### src/rtl/pipe_reg_chain_if.sv
// pipe_reg_chain_if: one valid/ready/data stream endpoint.
// The master drives valid/data, the slave drives ready.
interface pipe_reg_chain_if #(
    parameter int WIDTH = 32
);
    logic             valid;
    logic [WIDTH-1:0] data;
    logic             ready;

    modport master (output valid, output data, input ready);
    modport slave  (input valid, input data, output ready);
endinterface

### src/rtl/pipe_reg_chain.sv
// pipe_reg_chain: bubble-collapsing valid/ready register chain with global stall and flush.
// Defining PIPE_REG_CHAIN_OCCUPANCY_EN adds a registered occupancy output and its bound check.

`ifdef PIPE_REG_CHAIN_OCCUPANCY_EN
module pipe_reg_chain_occ_chk #(
    parameter int DEPTH = 2,
    parameter int OCC_W = 2
) (
    input logic             clk,
    input logic             reset,
    input logic [OCC_W-1:0] occupancy
);
    occ_bound_a: assert property (@(posedge clk) disable iff (reset) occupancy <= OCC_W'(DEPTH));
endmodule
`endif

module pipe_reg_chain #(
    parameter int WIDTH = 32,
    parameter int DEPTH = 2
) (
    input  logic             clk,
    input  logic             reset,
    input  logic             enable,
    input  logic             flush,
    pipe_reg_chain_if.slave  in_if,
    pipe_reg_chain_if.master out_if
`ifdef PIPE_REG_CHAIN_OCCUPANCY_EN
    ,
    output logic [$clog2(DEPTH+1)-1:0] occupancy
`endif
);

    // A stage may move when any stage at or beyond it is empty (a bubble to squeeze out).
    function automatic logic hole_at_or_after(input logic [DEPTH-1:0] vec, input int lo);
        logic h;
        h = 1'b0;
        for (int j = 0; j < DEPTH; j++) begin
            if (j >= lo) begin
                h = h | ~vec[j];
            end else begin
                h = h;
            end
        end
        return h;
    endfunction

    logic                 go_s;
    logic [DEPTH-1:0]     v_all_s;
    logic [WIDTH-1:0]     d_all_s [DEPTH];

    assign go_s = enable & ~flush;

    assign out_if.valid = v_all_s[DEPTH-1];
    assign out_if.data  = d_all_s[DEPTH-1];

`ifdef PIPE_REG_CHAIN_OCCUPANCY_EN
    localparam int OCC_W = $clog2(DEPTH + 1);

    logic [DEPTH-1:0] v_nxt_all_s;
    logic [OCC_W-1:0] occ_r;

    function automatic logic [OCC_W-1:0] popcount(input logic [DEPTH-1:0] vec);
        logic [OCC_W-1:0] cnt;
        cnt = '0;
        for (int k = 0; k < DEPTH; k++) begin
            cnt = cnt + OCC_W'(vec[k]);
        end
        return cnt;
    endfunction

    // Occupancy register tracks the valid-bit count the stages take at the same edge.
    always_ff @(posedge clk) begin
        if (reset) begin
            occ_r <= '0;
        end else begin
            occ_r <= popcount(v_nxt_all_s);
        end
    end

    assign occupancy = occ_r;

    pipe_reg_chain_occ_chk #(
        .DEPTH (DEPTH),
        .OCC_W (OCC_W)
    ) u_occ_chk (
        .clk       (clk),
        .reset     (reset),
        .occupancy (occ_r)
    );
`endif

    for (genvar i = 0; i < DEPTH; i++) begin : g_stage
        logic             v_r;
        logic             v_nxt_s;
        logic             up_v_s;
        logic             adv_s;
        logic [WIDTH-1:0] d_r;
        logic [WIDTH-1:0] d_nxt_s;
        logic [WIDTH-1:0] up_d_s;

        // Closed form of the output-to-input ready chain; depends on state and out_ready only.
        assign adv_s = go_s & (out_if.ready | hole_at_or_after(v_all_s, i));

        if (i == 0) begin : g_head
            assign up_v_s      = in_if.valid;
            assign up_d_s      = in_if.data;
            assign in_if.ready = adv_s;
        end else begin : g_body
            assign up_v_s = v_all_s[i-1];
            assign up_d_s = d_all_s[i-1];
        end

        assign v_all_s[i] = v_r;
        assign d_all_s[i] = d_r;

`ifdef PIPE_REG_CHAIN_OCCUPANCY_EN
        assign v_nxt_all_s[i] = v_nxt_s;
`endif

        // Flush only drops valid; an advancing stage takes its upstream neighbour.
        always_comb begin
            v_nxt_s = v_r;
            d_nxt_s = d_r;
            if (flush) begin
                v_nxt_s = 1'b0;
            end else if (adv_s) begin
                v_nxt_s = up_v_s;
                d_nxt_s = up_d_s;
            end else begin
                v_nxt_s = v_r;
                d_nxt_s = d_r;
            end
        end

        // Stage register with synchronous reset clearing both valid and data.
        always_ff @(posedge clk) begin
            if (reset) begin
                v_r <= 1'b0;
                d_r <= '0;
            end else begin
                v_r <= v_nxt_s;
                d_r <= d_nxt_s;
            end
        end
    end

endmodule
### src/flat_wrapper.sv
// flat-port wrapper written by rule: the top's interface ports become plain ports
module pipe_reg_chain_flat 
#(
    parameter int WIDTH = 32,
    parameter int DEPTH = 2
)
  (clk, reset, enable, flush, in_if_valid, in_if_data, in_if_ready, out_if_valid, out_if_data, out_if_ready);
  pipe_reg_chain_if #(.WIDTH(WIDTH)) in_if_i ();
  pipe_reg_chain_if #(.WIDTH(WIDTH)) out_if_i ();
  input  logic clk;
  input  logic reset;
  input  logic enable;
  input  logic flush;
  input wire logic [$bits(in_if_i.valid)-1:0] in_if_valid;
  input wire logic [$bits(in_if_i.data)-1:0] in_if_data;
  output wire logic [$bits(in_if_i.ready)-1:0] in_if_ready;
  output wire logic [$bits(out_if_i.valid)-1:0] out_if_valid;
  output wire logic [$bits(out_if_i.data)-1:0] out_if_data;
  input wire logic [$bits(out_if_i.ready)-1:0] out_if_ready;
  assign in_if_i.valid = in_if_valid;
  assign in_if_i.data = in_if_data;
  assign in_if_ready = in_if_i.ready;
  assign out_if_valid = out_if_i.valid;
  assign out_if_data = out_if_i.data;
  assign out_if_i.ready = out_if_ready;
  pipe_reg_chain #(.WIDTH(WIDTH), .DEPTH(DEPTH)) u_core (.clk(clk), .reset(reset), .enable(enable), .flush(flush), .in_if(in_if_i), .out_if(out_if_i));
endmodule
### config.mk
export PLATFORM = sky130hd
export DESIGN_NAME = pipe_reg_chain_flat
export DESIGN_NICKNAME = d
export VERILOG_FILES = /design/src/rtl/pipe_reg_chain_if.sv /design/src/rtl/pipe_reg_chain.sv /design/src/flat_wrapper.sv
export SDC_FILE = /design/constraint.sdc
export NUM_CORES = 1
export LEC_CHECK = 0
export CORE_MARGIN = 3
export CORE_UTILIZATION = 45
export CTS_BUF_LIST = sky130_fd_sc_hd__clkbuf_4 sky130_fd_sc_hd__clkbuf_8 sky130_fd_sc_hd__clkbuf_16
export CTS_CLUSTER_DIAMETER = 100
export DETAILED_ROUTE_END_ITERATION = 10
export PLACE_DENSITY = 0.87
export SETUP_SLACK_MARGIN = 0.5
export SYNTH_ARGS = -nofsm -noshare
export SYNTH_HDL_FRONTEND = slang
export SYNTH_SLANG_ARGS = --single-unit
### constraint.sdc
create_clock -name clk -period 1.6 [get_ports clk]
set_input_delay 0.32 -clock clk [delete_from_list [all_inputs] [get_ports clk]]
set_output_delay 0.32 -clock clk [all_outputs]
set_load 0.03 [all_outputs]
Yosys cells after proc, flatten, opt, wreduce, memory -nomap -nowiden
Cells that the tools add are included.
Word-level totals
  flip-flop bits (word level): 66
  bits of input ports: 38
  logic and storage cells: 16
Operators by class
  bitwise logic cells: 9
  reduce and logical (&&, ||, !) cells: 3
Operator list (number)
  2-bit AND reduction: 2
  1-bit AND: 3
  1-bit NOT: 3
  1-bit OR: 3
  2-bit OR reduction: 1

Depth between registers and ports, before layout
  depth in word-level cells: 5
  depth in mapped cells: 5

Least setup slack after synthesis
Ideal clock, no wire load.
  kind: register -> output
  from: register u_core.g_stage[1].v_r (netlist: u_core.out_if.valid)
  to: output port in_if_ready
  arrival: 1110 ps
  required time: 1280 ps
  slack: 170 ps
  stages on the path, launching flop included: 4
  cells stage by stage: dfxtp_1 > nor2b_4 > a21oi_4 > buf_12
On the way
  word-level cells in the longest chain between the ends: 4
Ends and longest elaborated chain
  start: declaration: line pipe_reg_chain.sv:93  | logic v_r;
  start signal: assignment: line pipe_reg_chain.sv:141  | v_r <= v_nxt_s;
  1-bit NOT: line pipe_reg_chain.sv:39  | h = h | ~vec[j];
  1-bit OR: line pipe_reg_chain.sv:39
  1-bit OR: line pipe_reg_chain.sv:102  | assign adv_s = go_s & (out_if.ready | hole_at_or_after(v_all_s, i));
  1-bit AND: line pipe_reg_chain.sv:102
  end: declaration: line flat_wrapper.sv:16  | output wire logic [$bits(in_if_i.ready)-1:0] in_if_ready;
No other way between the ends.

Final worst setup path
Ends and elaborated chain as after synthesis.

==> flow_summary.toml <==
[worst_setup_path]
crit_path_end_kind = "output port"
setup.worst_path.start_class = "flip-flop"
cp_top_family = "flip-flops"
path_buf_inv = 1
critPathMaxStageDelay_ns = 0.35
cp_data_arrival_time_ns = 1.13
cp.required_ns = 1.28
crit_path_max_fanout = 2
critical-path-slowest-cell = "dfxtp_4"
path_cells = "nor2b_4, a21oi_4, buf_6"
worstSetupPathType = "reg2out"

[timing]
skew_ns = 0.008077
rsz0062_at_grt = "yes"
slew_violations = 0
slew_headroom_pct = 77.04
tns_ns = 0
whs_ns = 0.4200
final_hold_viol_count = 0
worst_pin_slew_ns = 0.3443
max_freq_ghz = 0.6914
finalCritPeriodShare_pct = 90.39
finalCriticalPeriod_ns = 1.446
setup_viol = 0

[die]
start_util_pct = 46.68
die_area_um2 = 7157
io_pins = 72
die_h_um = 84.60
rows = 28
core_um2 = 5956
fp.dieW_um = 84.60

[synth]
post-synth-top-area-cell = "dfxtp_1"
synth-seq-cells = 66
syn_area_per_cell_um2 = 9.392
ys_top_cells_by_area = "dfxtp_1, nand2b_1, mux2i_1, o21ai_0, a21oi_1"
yosysWarnings = 0
synth_cell_type_count = 18
syn-num-nets = 334
synth_top_area_share_pct = 47.52
synthCells = 296
synthesis.area_um2 = 2780
yosysSeqAreaShare_pct = 47.52

[cts]
cts_buffers = 9
root_buffer = "clkbuf_8"
cts_buffer_depth = 2
cts_tree = "done"
clkLatencyLatePin_ns = 0.35
htree_num_levels = 3
clock-sinks = 66
clk_pin_slew_ns = 0.07

[global_route]
grt_max_degree = 99
grt_use_total_pct = 19.93
grt_first_pass_wirelength_um = 11220
antenna_found_initial = 0
grt_pass1_vias = 2297
overflow = 0

[routing]
vias_per_cell = 5.435
drcViolationCount = 0
post_drt_wl_per_cell_um = 17.73
firstDrtPassIters = 5
drt-initial-drc-count = 159
ant_nets = 0
wl_um = 8511
num_vias = 2609

[placement]
port_buffers = 71
globalplace.congestion = 0.7842
place_area_um2 = 3542
place_hpwl_um = 4234

[final_layout]
antenna_cells = 0
final_core_util_pct = 76.01
nets = 438
design_area_um2 = 4527
final_layout_size_suffix_gt1_share_pct = 43.95
synthToLayoutAreaGrowth_pct = 62.83

[flow_run]
maxCapViolations = 0

[hold_path]
hp-class = "in2reg"

[pwr]
power.density_nw_per_um2 = 766.3
p_leak_nw = 1.714
ir_drop_uv = 557.6

[status]
status = "finished, final reports clean"
## Yosys cell counts, drive strengths merged
| library cell | n |
|---|---|
| o21ai | 33 |
| mux2i | 32 |
| nand2 | 2 |
| a22oi | 1 |
| nand2b | 66 |
| nor3 | 1 |
| buf | 12 |
| dfxtp | 66 |
| nand3 | 32 |
| a211oi | 1 |
| nor2b | 2 |
| clkbuf | 15 |
| a21oi | 33 |
## through the flow
| stage | setup slack [ns] | total power [mW] | instances |
|---|---|---|---|
| global placement | -0.03912 | 2.135 | 427 |
| finish | 0.1537 | 3.469 | 480 |
| detailed placement | -0.1194 | 2.148 | 427 |
| CTS | 0.1678 | 3.416 | 452 |
| global route | 0.1008 | 3.602 | 480 |
| floorplan | 0.2682 | 1.982 | 296 |
## power breakdown
part	leakage, nW	internal, mW	switching [mW]
clock network	0.0885	0.613	0.634
registers	0.554	1.70	0.0385
logic	1.07	0.268	0.219
## tightest hold or removal path: stages
cell and delay [ns]:
dlygate4sd2_1 0.23, buf_4 0.13, nor3_1 0.05
## per-layer routing
layer,global-route usage (%),vias up,share of wire (%)
li1,-,1231,-
met1,25.56,1253,41
met2,31.10,106,50
met3,4.612,19,6.6
met4,10.65,0,2.4
met5,0,-,0
## cell type report
cell class	instances	area (um^2)
Fill cell	392	1429
Tap cell	75	93.84
Multi-Input combinational cell	203	1488
Sequential cell	66	1373
Timing Repair Buffer	120	1398
Clock inverter	5	30.03
Clock buffer	11	145.1
## path summary, 6_finish.rpt
| check | start | to | slack [ns] | cells after the start |
|---|---|---|---|---|
| min | flush | u_core.out_if.valid$_SDFFE_PP0P_ | 0.42 | 3 |
| min reg2reg | u_core.g_stage[0].d_r[10]$_SDFFE_PP0P_ | u_core.out_if.data[10]$_SDFFE_PP0P_ | 0.46 | 2 |
| max reg2reg | u_core.out_if.valid$_SDFFE_PP0P_ | u_core.g_stage[0].v_r$_SDFFE_PP0P_ | 0.19 | 7 |
| max | u_core.out_if.valid$_SDFFE_PP0P_ | in_if_ready | 0.15 | 3 |
## registers in the layout, summed over array words and instances, names as in the netlist
signal               cells
u_core.g_stage.d_r      32
u_core.g_stage.v_r       1
u_core.out_if.data      32
u_core.out_if.valid      1
## cell families (layout without fill, tap and decap cells)
group | after synthesis | after routing | synth area share, %
muxes | 32 | 32 | 11.52
and+or+nand+nor | 103 | 103 | 22.05
AOI/OAI and AO/OA | 68 | 68 | 12.83
buffers and inverters | 27 | 136 | 6.076
DFF | 66 | 66 | 47.52
## what timing repair did
action	4_1_cts	5_1_grt
pin swaps	1	22
endpoints found under the hold margin	0	0
setup endpoints to repair	99	99
hold buffers	0	0
cloned	2	7
resized for setup	273	102
setup buffers	7	21
## placed cells by master, fill, tap and decap left out, drive strengths merged
cell type	n
nand2	2
dfxtp	66
clkbuf	17
clkdlybuf4s50	33
buf	78
o21ai	33
clkinvlp	2
mux2i	32
nor3	1
a22oi	1
nor2b	2
dlygate4sd2	3
a211oi	1
nand3	32
clkinv	3
nand2b	66
a21oi	33
Note: power is estimated with default switching activity, not from simulation.
